[src/rtl/tff_counter.sv]
// rtl/tff_counter.sv - parametrised toggle/up/down counter register with load, clamp and wrap/saturate
module tff_counter #(
    parameter int WIDTH    = 8,
    parameter int MODULUS  = 2 ** WIDTH,
    parameter bit SATURATE = 1'b0
) (
    input  logic             clock,
    input  logic             reset,
    input  logic             en,
    input  logic [1:0]       mode,
    input  logic [WIDTH-1:0] t,
    input  logic             load,
    input  logic [WIDTH-1:0] load_value,
    output logic [WIDTH-1:0] q,
    output logic             tc,
    output logic             wrap
);

    localparam int EW = WIDTH + 1;
    localparam logic [EW-1:0]    MAX_EXT = EW'(MODULUS - 1);
    localparam logic [WIDTH-1:0] MAX_Q   = WIDTH'(MODULUS - 1);

    typedef enum logic [1:0] {
        MODE_HOLD   = 2'b00,
        MODE_TOGGLE = 2'b01,
        MODE_UP     = 2'b10,
        MODE_DOWN   = 2'b11
    } mode_t;

    mode_t            cur_mode;
    logic [EW-1:0]    q_ext;
    logic [EW-1:0]    toggle_ext;
    logic [EW-1:0]    load_ext;
    logic [EW-1:0]    up_ext;
    logic [EW-1:0]    down_ext;
    logic             at_max;
    logic             at_zero;
    logic [WIDTH-1:0] q_next;
    logic             wrap_next;

    assign cur_mode = mode_t'(mode);

    // Extra top bit keeps toggle/load results above the range visible for clamping.
    always_comb begin
        q_ext      = {1'b0, q};
        toggle_ext = {1'b0, q ^ t};
        load_ext   = {1'b0, load_value};
        up_ext     = q_ext + EW'(1);
        down_ext   = q_ext - EW'(1);
        at_max     = (q_ext == MAX_EXT);
        at_zero    = (q_ext == '0);
    end

    always_comb begin
        q_next    = q;
        wrap_next = 1'b0;
        if (load) begin
            q_next = (load_ext > MAX_EXT) ? MAX_Q : load_value;
        end else if (en) begin
            case (cur_mode)
                MODE_TOGGLE: begin
                    q_next = (toggle_ext > MAX_EXT) ? MAX_Q : WIDTH'(toggle_ext);
                end
                MODE_UP: begin
                    if (!at_max) begin
                        q_next = WIDTH'(up_ext);
                    end else if (!SATURATE) begin
                        q_next    = '0;
                        wrap_next = 1'b1;
                    end
                end
                MODE_DOWN: begin
                    if (!at_zero) begin
                        q_next = WIDTH'(down_ext);
                    end else if (!SATURATE) begin
                        q_next    = MAX_Q;
                        wrap_next = 1'b1;
                    end
                end
                default: begin
                end
            endcase
        end
    end

    // Terminal count predicts a wrap or saturation at the coming edge.
    assign tc = en && !load &&
                ((cur_mode == MODE_UP && at_max) || (cur_mode == MODE_DOWN && at_zero));

    always_ff @(posedge clock) begin
        if (reset) begin
            q    <= '0;
            wrap <= 1'b0;
        end else begin
            q    <= q_next;
            wrap <= wrap_next;
        end
    end

endmodule

[config.mk]
export PLATFORM = sky130hd
export DESIGN_NAME = tff_counter
export DESIGN_NICKNAME = d
export VERILOG_FILES = /design/src/rtl/tff_counter.sv
export SDC_FILE = /design/constraint.sdc
export NUM_CORES = 1
export LEC_CHECK = 0
export CAP_MARGIN = 30
export CORE_UTILIZATION = 41
export DETAILED_ROUTE_END_ITERATION = 10
export GPL_TIMING_DRIVEN = 1
export HOLD_SLACK_MARGIN = 0.02
export PLACE_DENSITY = 0.75
export SLEW_MARGIN = 5
export SYNTH_ARGS = -nofsm -noshare
export SYNTH_HDL_FRONTEND = slang
export SYNTH_SLANG_ARGS = --single-unit
[constraint.sdc]
create_clock -name clock -period 1.7 [get_ports clock]
set_input_delay 0.34 -clock clock [delete_from_list [all_inputs] [get_ports clock]]
set_output_delay 0.34 -clock clock [all_outputs]
set_load 0.005 [all_outputs]
Word-level counts from Yosys, hierarchy flattened
Index checks and enable logic that the tools add are counted.
- eq/ne operators: 4
- bitwise logic cells: 2
- add/sub/neg operators: 2
- order comparisons: 2
- multiplexer cells: 10
- reductions and logical operators: 11
- operators by type and width (kind ; count):
    8-bit two-way mux ; 6
    8-bit one-hot mux with 3 select lines ; 1
    8-bit > comparator (second input constant) ; 2
    8-bit by 1-bit adder with 8-bit output (second input constant) ; 1
    8-bit == test (second input constant) ; 1
    8-bit logical NOT ; 1
    8-bit by 1-bit subtractor with 8-bit output (second input constant) ; 1
    8-bit XOR ; 1
    2-bit == test (second input constant) ; 2
    1-bit logical AND ; 4
    4-bit nonzero test ; 1
    3-bit OR reduction ; 1
    2-bit by 1-bit == test with 1-bit output (second input constant) ; 1
    1-bit two-way mux ; 2
    1-bit one-hot mux with 2 select lines ; 1
    2-bit AND reduction ; 1
    2-bit nonzero test ; 1
    1-bit logical NOT ; 1
    1-bit logical OR ; 1
    1-bit NOT ; 1
- output and inout port bits: 10
- logic and storage cells: 33
- register bits after elaboration: 9

Logic depth before layout (Yosys ltp)
Gate-level depths: netlist of run 1.
- depth after elaboration: 6
- mapped depth: 7
- mapped depth without buffers: 6

Worst setup path before layout of run 1
Ideal clock, no wire load.
- path type: flip-flop to output port
- from: register q[6]
- to: output tc
- path slack: -0.243 ns
- buffers on the path: 1
- data arrival time: 1.603 ns
- stages on the path, launching flop included: 5
- required time: 1.360 ns
- path through: dfxtp_1 > buf_6 > or4_4 > o41a_1 > nor3b_1
- longest elaborated chain between the ends: 4
- elaborated cells on any way between the ends: 6
- ends and longest elaborated chain (what ; line ; source):
    start: declaration ; 14 ; output logic [WIDTH-1:0] q,
    start signal: assignment ; 95 ; q <= q_next;
    8-bit == test or 8-bit logical NOT (tied branches) ; 50, 51 ;
    1-bit logical AND ; 88 ; ((cur_mode == MODE_UP && at_max) || (cur_mode == MODE_DOWN && at_zero));
    1-bit logical OR (*) ; 88 ;
    1-bit logical AND (*) ; 87 ; assign tc = en && !load &&
    end: declaration ; 15 ; output logic tc,
Mark *: on every way between the ends. The rest lies on a longest branch, timed or not.

Worst setup path after layout of run 1
- from: register q[3]
- to: output tc
Same word-level chain as after synthesis.

==> metrics.yaml, run 1 <==
detailed_routing:
  routedWlPerCell_um: 17.6
  drc: 0
  drtPass1Iterations: 4
  wl_mm: 3.99
  drtAntennaViolNets: 0
  routed_via_density: 6.11
  via_count: 1387
  drt-initial-drc-count: 54
timing:
  slew_violations: 0
  setup_slack_ns: -0.426
  hold_viol_final: 0
  setup_viol: 8
  slew_headroom_pct: 73.1
  finClkSkew_ns: 0.00793
  fin_crit_sh_pct: 125
  worstMarginPinSlew_ns: 0.402
  period_minus_slack_ns: 2.13
  rsz0062_at_grt: "true"
  max_freq_mhz: 470
die:
  dieHeight_um: 51.2
  design.core.area_um2: 2250
  num_rows: 17
  num_io_pins: 32
  design.die.area_um2: 2620
  die_w_um: 51.2
  initial_core_util_pct: 44.0
status:
  violations: "negative setup slack"
  status: "complete, but fails checks"
synthesis:
  syn_avg_cell_area_um2: 7.40
  synth-seq-cells: 9
  syn_nets: 159
  synth_top_area_share_pct: 18.2
  yosysTopAreaCell: "dfxtp_1"
  syn-cell-area_um2: 991
  ys_seq_area_share_pct: 18.2
  synth_ff_type: "dfxtp_1"
  yosysWarnings: 0
  yosys-top-cells-area: "dfxtp_1, o21ai_0, a21oi_1"
  syn-instance-count: 134
  async_reset_ff_share_pct: 0
  synth_cell_types: 47
  ys_top_cells_by_count: "o21ai_0, inv_1"
  synth_edf_count: 0
  synth.most_common_cell: "o21ai_0"
grt:
  grt.busiest_layer: "met2"
  grt.total_usage_pct: 32.7
  grtUsageMet1_pct: 38.9
  grt_max_degree: 13
  grt_pass1_wl_mm: 6.17
  antenna_found_initial: 0
  grt_overflow: 0
  grt_util_met2_pct: 55.7
  grt_pass1_vias: 1358
  grt_use_met3_pct: 7.14
critical_path:
  endpoint_kind: "output pin"
  rrSetupSlack_ns: -0.32
  cp_cell_sequence: "or4_4 > o41a_1 > nor3b_2 > buf_2"
  critPathTopFamily: "simple AND/OR/NAND/NOR gates"
  crit_path_max_fanout: 2
  max_stage_delay_ns: 0.54
  crit_path_start_kind: "register"
  crit_type: "register to output pin"
  crit_buf_inv: 1
  critPathSlowestCell: "or4_4"
  crit_required_ns: 1.36
  arrival_ns: 1.79
clock_network:
  clock_latency_ns: 0.27
  cts_root_buffer: "clkbuf_4"
  cts_buffers: 3
  cts_max_level: 1
  cts_tree: "built"
  clk_pin_slew_worst_paths_ns: 0.07
  clockBufferDepth: 2
  clock-sinks: 9
  cts_hold_buf: 0
power:
  finalPower_mw: 0.906
  pwr-share-comb_pct: 53.9
  p_switching_mw: 0.330
  leakage_nw: 0.683
  ir_drop_mv: 0.517
  clkPwrFrac_pct: 19.1
  p_int_mw: 0.575
  switching_share_pct: 36.5
  pwr_density_cell_nw_per_um2: 537
  p_seq_share_pct: 26.9
cells_and_area:
  finalInstanceArea_um2: 1690
  fill_cells: 193
  drive_gt1_share_pct: 28.1
  finalNetCount: 225
  ff_latch_area_um2: 183
  num_antenna_cells: 0
  multi_input_area_um2: 781
  area_delta_synth_final_pct: 70.3
job:
  drv_cap: 0
place:
  gp_congestion: 0.876
  hpwl_mm: 3.01
  place_area_um2: 1570
  port_buffers: 31
min_path:
  min_path_type: "register to register"
-- placed cells by master, fill, tap and decap left out, drive strengths merged, types with 3 or more instances in the layout --
| cell type | netlist | final |
|---|---|---|
| buf | 1 | 41 |
| clkdlybuf4s50 | 0 | 28 |
| o21ai | 12 | 12 |
| inv | 10 | 10 |
| nor2 | 9 | 9 |
| a21oi | 9 | 9 |
| dfxtp | 9 | 9 |
| nand2 | 7 | 7 |
| nand3 | 5 | 5 |
| a31oi | 4 | 4 |
| o221ai | 4 | 4 |
| clkbuf | 9 | 4 |
| xnor2 | 3 | 3 |
| o31ai | 3 | 3 |
| nor3 | 3 | 3 |
| ha | 3 | 3 |
| a211oi | 3 | 3 |
-- cell type report --
cell class | instances | share of cell area, %
Clock buffer | 4 | 1.56
Tap cell | 28 | 2.08
Sequential cell | 9 | 10.8
Timing Repair Buffer | 71 | 36.8
Multi-Input combinational cell | 104 | 46.3
Inverter | 11 | 2.45
-- power by group through the flow --
stage,clock [mW],sequential [mW],combinational (mW)
after global placement,0,0.247,0.428
final,0.173,0.244,0.488
after floorplan,0,0.253,0.203
after CTS,0.175,0.243,0.471
after global routing,0.184,0.246,0.521
after detailed placement,0,0.247,0.433
-- routing by layer --
metal	part of all wire (%)	wire (µm)
met1	44	1770
met4	2.2	89
met5	0	0
met3	6.2	247
met2	47	1890
-- kinds of logic (layout without fill, tap and decap cells) --
| group | after synthesis | in the layout | synth area share, % |
|---|---|---|---|
| flops | 9 | 9 | 18.2 |
| xor+xnor | 3 | 3 | 2.65 |
| mux | 1 | 1 | 1.01 |
| compound gates | 52 | 52 | 39.0 |
| simple gates | 45 | 45 | 26.6 |
| buf+inv | 21 | 86 | 8.71 |
| fa+ha+maj | 3 | 3 | 3.79 |
-- what timing repair did --
item,CTS,global route
endpoints found under the setup margin,8,12
buffers inserted,5,0
gates resized for setup,14,5
pin swaps,5,4
-- path summary, 6_finish.rpt --
path	end	depth (start not counted)	from
max	tc	4	q[3]
min	q[4]	3	q[4]
max reg2reg	q[6]	6	q[3]
min reg2reg	q[4]	3	q[4]
-- state kept, by name (all words and copies together), names as in the netlist --
register	flops
q	8
wrap	1
-- metrics by stage --
| step | TNS [ns] | hold slack (ns) | instances | util, % | setup WS [ns] |
|---|---|---|---|---|---|
| floorplan | -0.199 | 0.401 | 134 | - | -0.147 |
| global placement | -3.01 | 0.605 | 218 | 69.4 | -0.705 |
| detailed placement | -3.25 | 0.608 | 218 | 69.4 | -0.725 |
| CTS | -1.91 | 0.627 | 227 | 74.4 | -0.474 |
| global route | -2.29 | 0.674 | 227 | 74.9 | -0.490 |
| finish | -1.93 | 0.627 | 227 | 74.9 | -0.426 |
-- worst min-delay path, stage by stage, from the launching register on --
cell and delay [ns]:
dfxtp_1 0.31, buf_4 0.16, inv_1 0.06, a211oi_1 0.06
(Power assumes the default switching activity.)
==> run 2, diff against run 1 <==
- CORE_ASPECT_RATIO: unset -> 1.5
- PLACE_DENSITY: 0.75 -> 0.8
==> run 2 against run 1 <==
Compared with the run above: the flow still finishes with violations (negative setup slack); sequential share of layout area is 0.18 points higher; non-clock buffer count stayed put; global-route usage hardly changed; core utilization is 0.39 points lower; final cell count is 2.2% lower; worst setup slack worse by 0.033 ns; combinational power is 2% higher; clock-buffer cell count is 1 lower; clock skew is 0.0027 ns lower; first-iteration DRC count is 17% higher; worst hold slack better by 0.017 ns.
==> metrics.yaml, run 2 (synthesis gave the netlist of run 1 again) <==
power:
  clkPwrFrac_pct: 20.0
  p_seq_share_pct: 26.3
  switching_share_pct: 37.5
  p_int_mw: 0.581
  ir_drop_mv: 0.546
  finalPower_mw: 0.930
  pwr-share-comb_pct: 53.7
  p_switching_mw: 0.349
  pwr_density_cell_nw_per_um2: 552
  leakage_nw: 0.673
place:
  port_buffers: 31
  hpwl_mm: 3.03
  gp_congestion: 0.917
  place_ws_ns: -0.769
  placedCellCount: 213
timing:
  fin_crit_sh_pct: 127
  setup_slack_ns: -0.459
  slew_headroom_pct: 66.1
  setup_viol: 7
  timing.hold.ws_ns: 0.644
  max_freq_mhz: 463
  period_minus_slack_ns: 2.16
  worstMarginPinSlew_ns: 0.504
  finClkSkew_ns: 0.00524
  rsz0062_at_grt: "true"
  slew_violations: 0
  hold_viol_final: 0
cells_and_area:
  area_delta_synth_final_pct: 69.8
  num_antenna_cells: 0
  multi_input_area_um2: 777
  ff_latch_area_um2: 185
  final_cells: 222
  regMostFlops: "q"
  reg.largest.list: "q (8), wrap (1)"
  mostFrequentLayoutCell: "buf_4"
  final_util_pct: 74.5
  fill_cells: 167
  largest_register_ffs: 8
  finalNetCount: 225
  final_cell_mix: "buf_4, clkdlybuf4s50_1, o21ai_0"
  drive_gt1_share_pct: 32.2
detailed_routing:
  drtPass1Iterations: 4
  via_count: 1410
  drtAntennaViolNets: 0
  routed_via_density: 6.35
  routedWlPerCell_um: 18.4
  drc: 0
  drt-initial-drc-count: 63
  wl_mm: 4.08
critical_path:
  crit_type: "register to output pin"
  arrival_ns: 1.82
  endpoint_kind: "output pin"
  crit_required_ns: 1.36
  r2r_end: "q[0]"
  crit_path_max_fanout: 2
  rrSetupSlack_ns: -0.34
  timing.rr.start: "q[3]"
  crit_path_start_kind: "register"
  r2r_cells: 7
die:
  die_w_um: 42.1
  dieHeight_um: 62.2
  design.core.area_um2: 2260
  design.die.area_um2: 2620
  num_rows: 21
  initial_core_util_pct: 43.9
  num_io_pins: 32
grt:
  grt_overflow: 0
  grt_pass1_vias: 1404
  grt_pass1_wl_mm: 6.71
  grt.total_usage_pct: 32.7
  grt_max_degree: 13
  antenna_found_initial: 0
clock_network:
  cts_max_level: 1
  cts_root_buffer: "clkbuf_4"
  clock_latency_ns: 0.28
  cts_tree: "built"
  clk_pin_slew_worst_paths_ns: 0.08
  cts_hold_buf: 0
  cts_buffers: 3
  clockBufferDepth: 2
  clock-sinks: 9
min_path:
  min_from: "q[4]"
  whs_path_depth: 3
  min_path_type: "register to register"
  holdPathEnd: "q[4]"
status:
  status: "complete, but fails checks"
  violations: "negative setup slack"
job:
  drv_cap: 0
[run 2: worst max path at each step]
stage / start / cells past startpoint / to / slack (ns)
floorplan: q[6] / 4 / tc / -0.15
global placement: mode[1] / 5 / tc / -0.72
detailed placement: mode[1] / 5 / tc / -0.77
CTS: q[3] / 4 / tc / -0.51
global route: q[3] / 4 / tc / -0.46
finish: q[3] / 4 / tc / -0.46
[run 2: what timing repair did]
action / CTS / global route
buffers inserted: 4 / 1
resized for setup: 14 / 13
setup endpoints to repair: 7 / 11
gates cloned: 1 / 0
pin swaps: 6 / 6
[run 2: final cells by class]
cell class / instances / share of cell area (%)
well taps: 23 / 1.71
clock inverters: 1 / 0.297
flip-flops and latches: 9 / 11.0
clock buffers: 3 / 1.34
repair buffers: 71 / 37.0
multi-input cells: 104 / 46.2
inverters: 11 / 2.45
[run 2: critical path: stages (launching register included)]
cell and delay, ns:
dfxtp_2 0.32, or4_4 0.54, o41a_1 0.37, nor3b_2 0.17, buf_2 0.14
[run 2: layer usage]
metal / up-vias / wire (µm) / GRT usage (%)
met2: 67 / 2080 / 54.3
li1: 646 / - / -
met4: 0 / 160 / 13.3
met5: - / 0 / 0
met1: 679 / 1590 / 42.0
met3: 18 / 245 / 4.36
[run 2: metrics by stage]
stage / setup TNS, ns / area (µm²)
after global routing: -2.24 / 1680
after detailed placement: -3.42 / 1560
final: -1.92 / 1680
after CTS: -1.81 / 1650
after floorplan: -0.199 / 1000
after global placement: -3.07 / 1560
[run 2: power by group through the flow]
stage	Clock, mW	Sequential [mW]	Combinational (mW)
global route	0.195	0.246	0.541
finish	0.186	0.245	0.499
CTS	0.184	0.242	0.475
detailed placement	0	0.247	0.437
global placement	0	0.245	0.428
floorplan	0	0.253	0.203
==> edit: new RTL, settings of run 2 <==
The parameter `WIDTH` goes from 8 to 7.
--- a/src/rtl/tff_counter.sv
+++ b/src/rtl/tff_counter.sv
@@ -1,6 +1,6 @@
 // rtl/tff_counter.sv - parametrised toggle/up/down counter register with load, clamp and wrap/saturate
 module tff_counter #(
-    parameter int WIDTH    = 8,
+    parameter int WIDTH    = 7,
     parameter int MODULUS  = 2 ** WIDTH,
     parameter bit SATURATE = 1'b0
 ) (
Ports: changed (resized load_value, q and t); port bits go from 32 to 29. The function was not compared with the original's and may differ.
==> edit against run 2 <==
Utilization is 3.4 points higher; final area is 12% lower; sequential cell count is 1 lower; sequential power is 6% lower; area after synthesis is 13% lower; maximum frequency is 27% higher; wire length is 18% lower; sequential share of layout area is 1.1 points higher; cell count is 13% lower; setup slack better by 460 ps; total power is 17% lower; largest cell class unchanged; largest power group unchanged.
==> edit: results (changes against run 2) <==
{| class="wikitable"
! Metric !! Value
|-
| Fraction of final layout cells sized beyond drive strength 1 || 33.53% (+1.4 points)
|-
| Met3 wire length || 219 um (-11%)
|-
| Detailed route wirelength on metal2 || 1833 um (-12%)
|-
| Critical path arrival || 1360 ps (-460 ps)
|-
| Gate count of the mapped netlist || 119 (-11%)
|-
| Peak ir drop on the vdd network || 0.0005143 V (-5.8%)
|-
| Detailed-route wire length on metal 1 || 1191 um (-25%)
|-
| Layout Skew || 5.245 ps (+0.006300 ps)
|-
| Final-stage net count || 198 (-12%)
|-
| Status || complete, no violations
|-
| Footprint of the multi-input gates || 700.7 sq um (-9.8%)
|-
| Post-synthesis cell type count || 39 (-17%)
|-
| Global-route total usage across every layer || 33.98% (+1.2 points)
|-
| Number of nets produced by synthesis || 142 (-11%)
|-
| Worst R2R Setup Slack || 30 ps (+370 ps)
|-
| Endpoint of the worst hold path || wrap$_SDFF_PP0_
|-
| Wire length of the first global-routing pass || 5361 um (-20%)
|-
| Path type of the worst min-delay path || in2reg
|-
| Most instantiated cells after synthesis || 11 x nor2_1, 9 x a21oi_1, 8 x dfxtp_1, 8 x nor3_1, 8 x o21ai_0
|-
| Met3 GRT Util || 5.747% (+1.4 points)
|-
| Pin count of the biggest net entering global routing || 15 (+2)
|-
| Launch point of the worst hold path || mode[1]
|-
| Met1 Usage GRT || 37.68% (-4.3 points)
|-
| Source of the worst register-to-register timing path || q[1]$_SDFFE_PP0P_
|-
| Worst hold path cell count || 4 (+1)
|-
| Tcrit/Tclk final || 99.72% (-27 points)
|-
| Post-route insts no fill || 194 (-13%)
|-
| Registers with the most flip-flops || q x7, wrap x1
|-
| Actual slew at the worst max-slew pin || 401.8 ps (-102.5 ps)
|-
| Cell types occupying the most area after synthesis || dfxtp_1 19%, a21oi_1 5.2%, a31oi_1 5.1%, nor2_1 4.8%, nor3_1 4.7%
|-
| Clock network power || 0.163 mW (-12%)
|-
| Dpl hpwl || 2468 um (-18%)
|-
| Clock slew at reported path FFs || 60 ps (-20 ps)
|-
| Leakage || 0.6049 nW (-10%)
|-
| Fillers || 134 (-20%)
|-
| Final GP Congestion || 0.8888 (-3.0%)
|-
| Starting DRC count in detailed routing || 49 (-22%)
|-
| Final worst hold slack || 566.4 ps (-77.60 ps)
|-
| Met2 capacity usage during global routing || 56.43% (+2.1 points)
|-
| Total vias in the final route || 1,205 (-15%)
|-
| Part of the power in combinational logic || 49.3% (-4.4 points)
|-
| Internal Dissipation || 0.4941 mW (-15%)
|-
| Maximum single-stage delay on the critical path || 380 ps (-160 ps)
|-
| Slowest CP cell || dfxtp_4
|-
| CP max FO || 3 (+1)
|-
| Placed inst area || 1323 sq um (-15%)
|-
| Number of H-tree levels || 1 (unchanged)
|-
| CP Launch Point || q[0]$_SDFFE_PP0P_
|-
| Port-buffer cells || 28 (-9.7%)
|}
## edit: changes by cell type in the layout (fill, tap and decap cells not counted), moves of 3 or more
cell             change
dfxtp_1              -4
a211oi_2             -3
nor3_1               +4
dfxtp_4              +4
buf_6                -4
clkdlybuf4s50_1      -5
buf_4                -3
inv_1                -5
## edit: area by class of cell
cell class | instances | share of cell area (%)
clock buffers | 3 | 1.520
flip-flops and latches | 8 | 12.08
well taps | 21 | 1.774
repair buffers | 60 | 35.47
multi-input cells | 96 | 47.30
inverters | 6 | 1.858
## edit: cell families after synthesis
logic type      Yosys count  synth area share, %
simple gates             44                27.80
xor+xnor                  5                5.096
flops                     8                18.63
buf+inv                  15                9.751
mux                       1                1.165
compound gates           43                33.19
fa+ha+maj                 3                4.367
## edit: timing repair
item,in CTS,in global routing
setup buffers,2,1
resized for setup,32,9
pin swaps,4,1
setup endpoints to repair,10,6
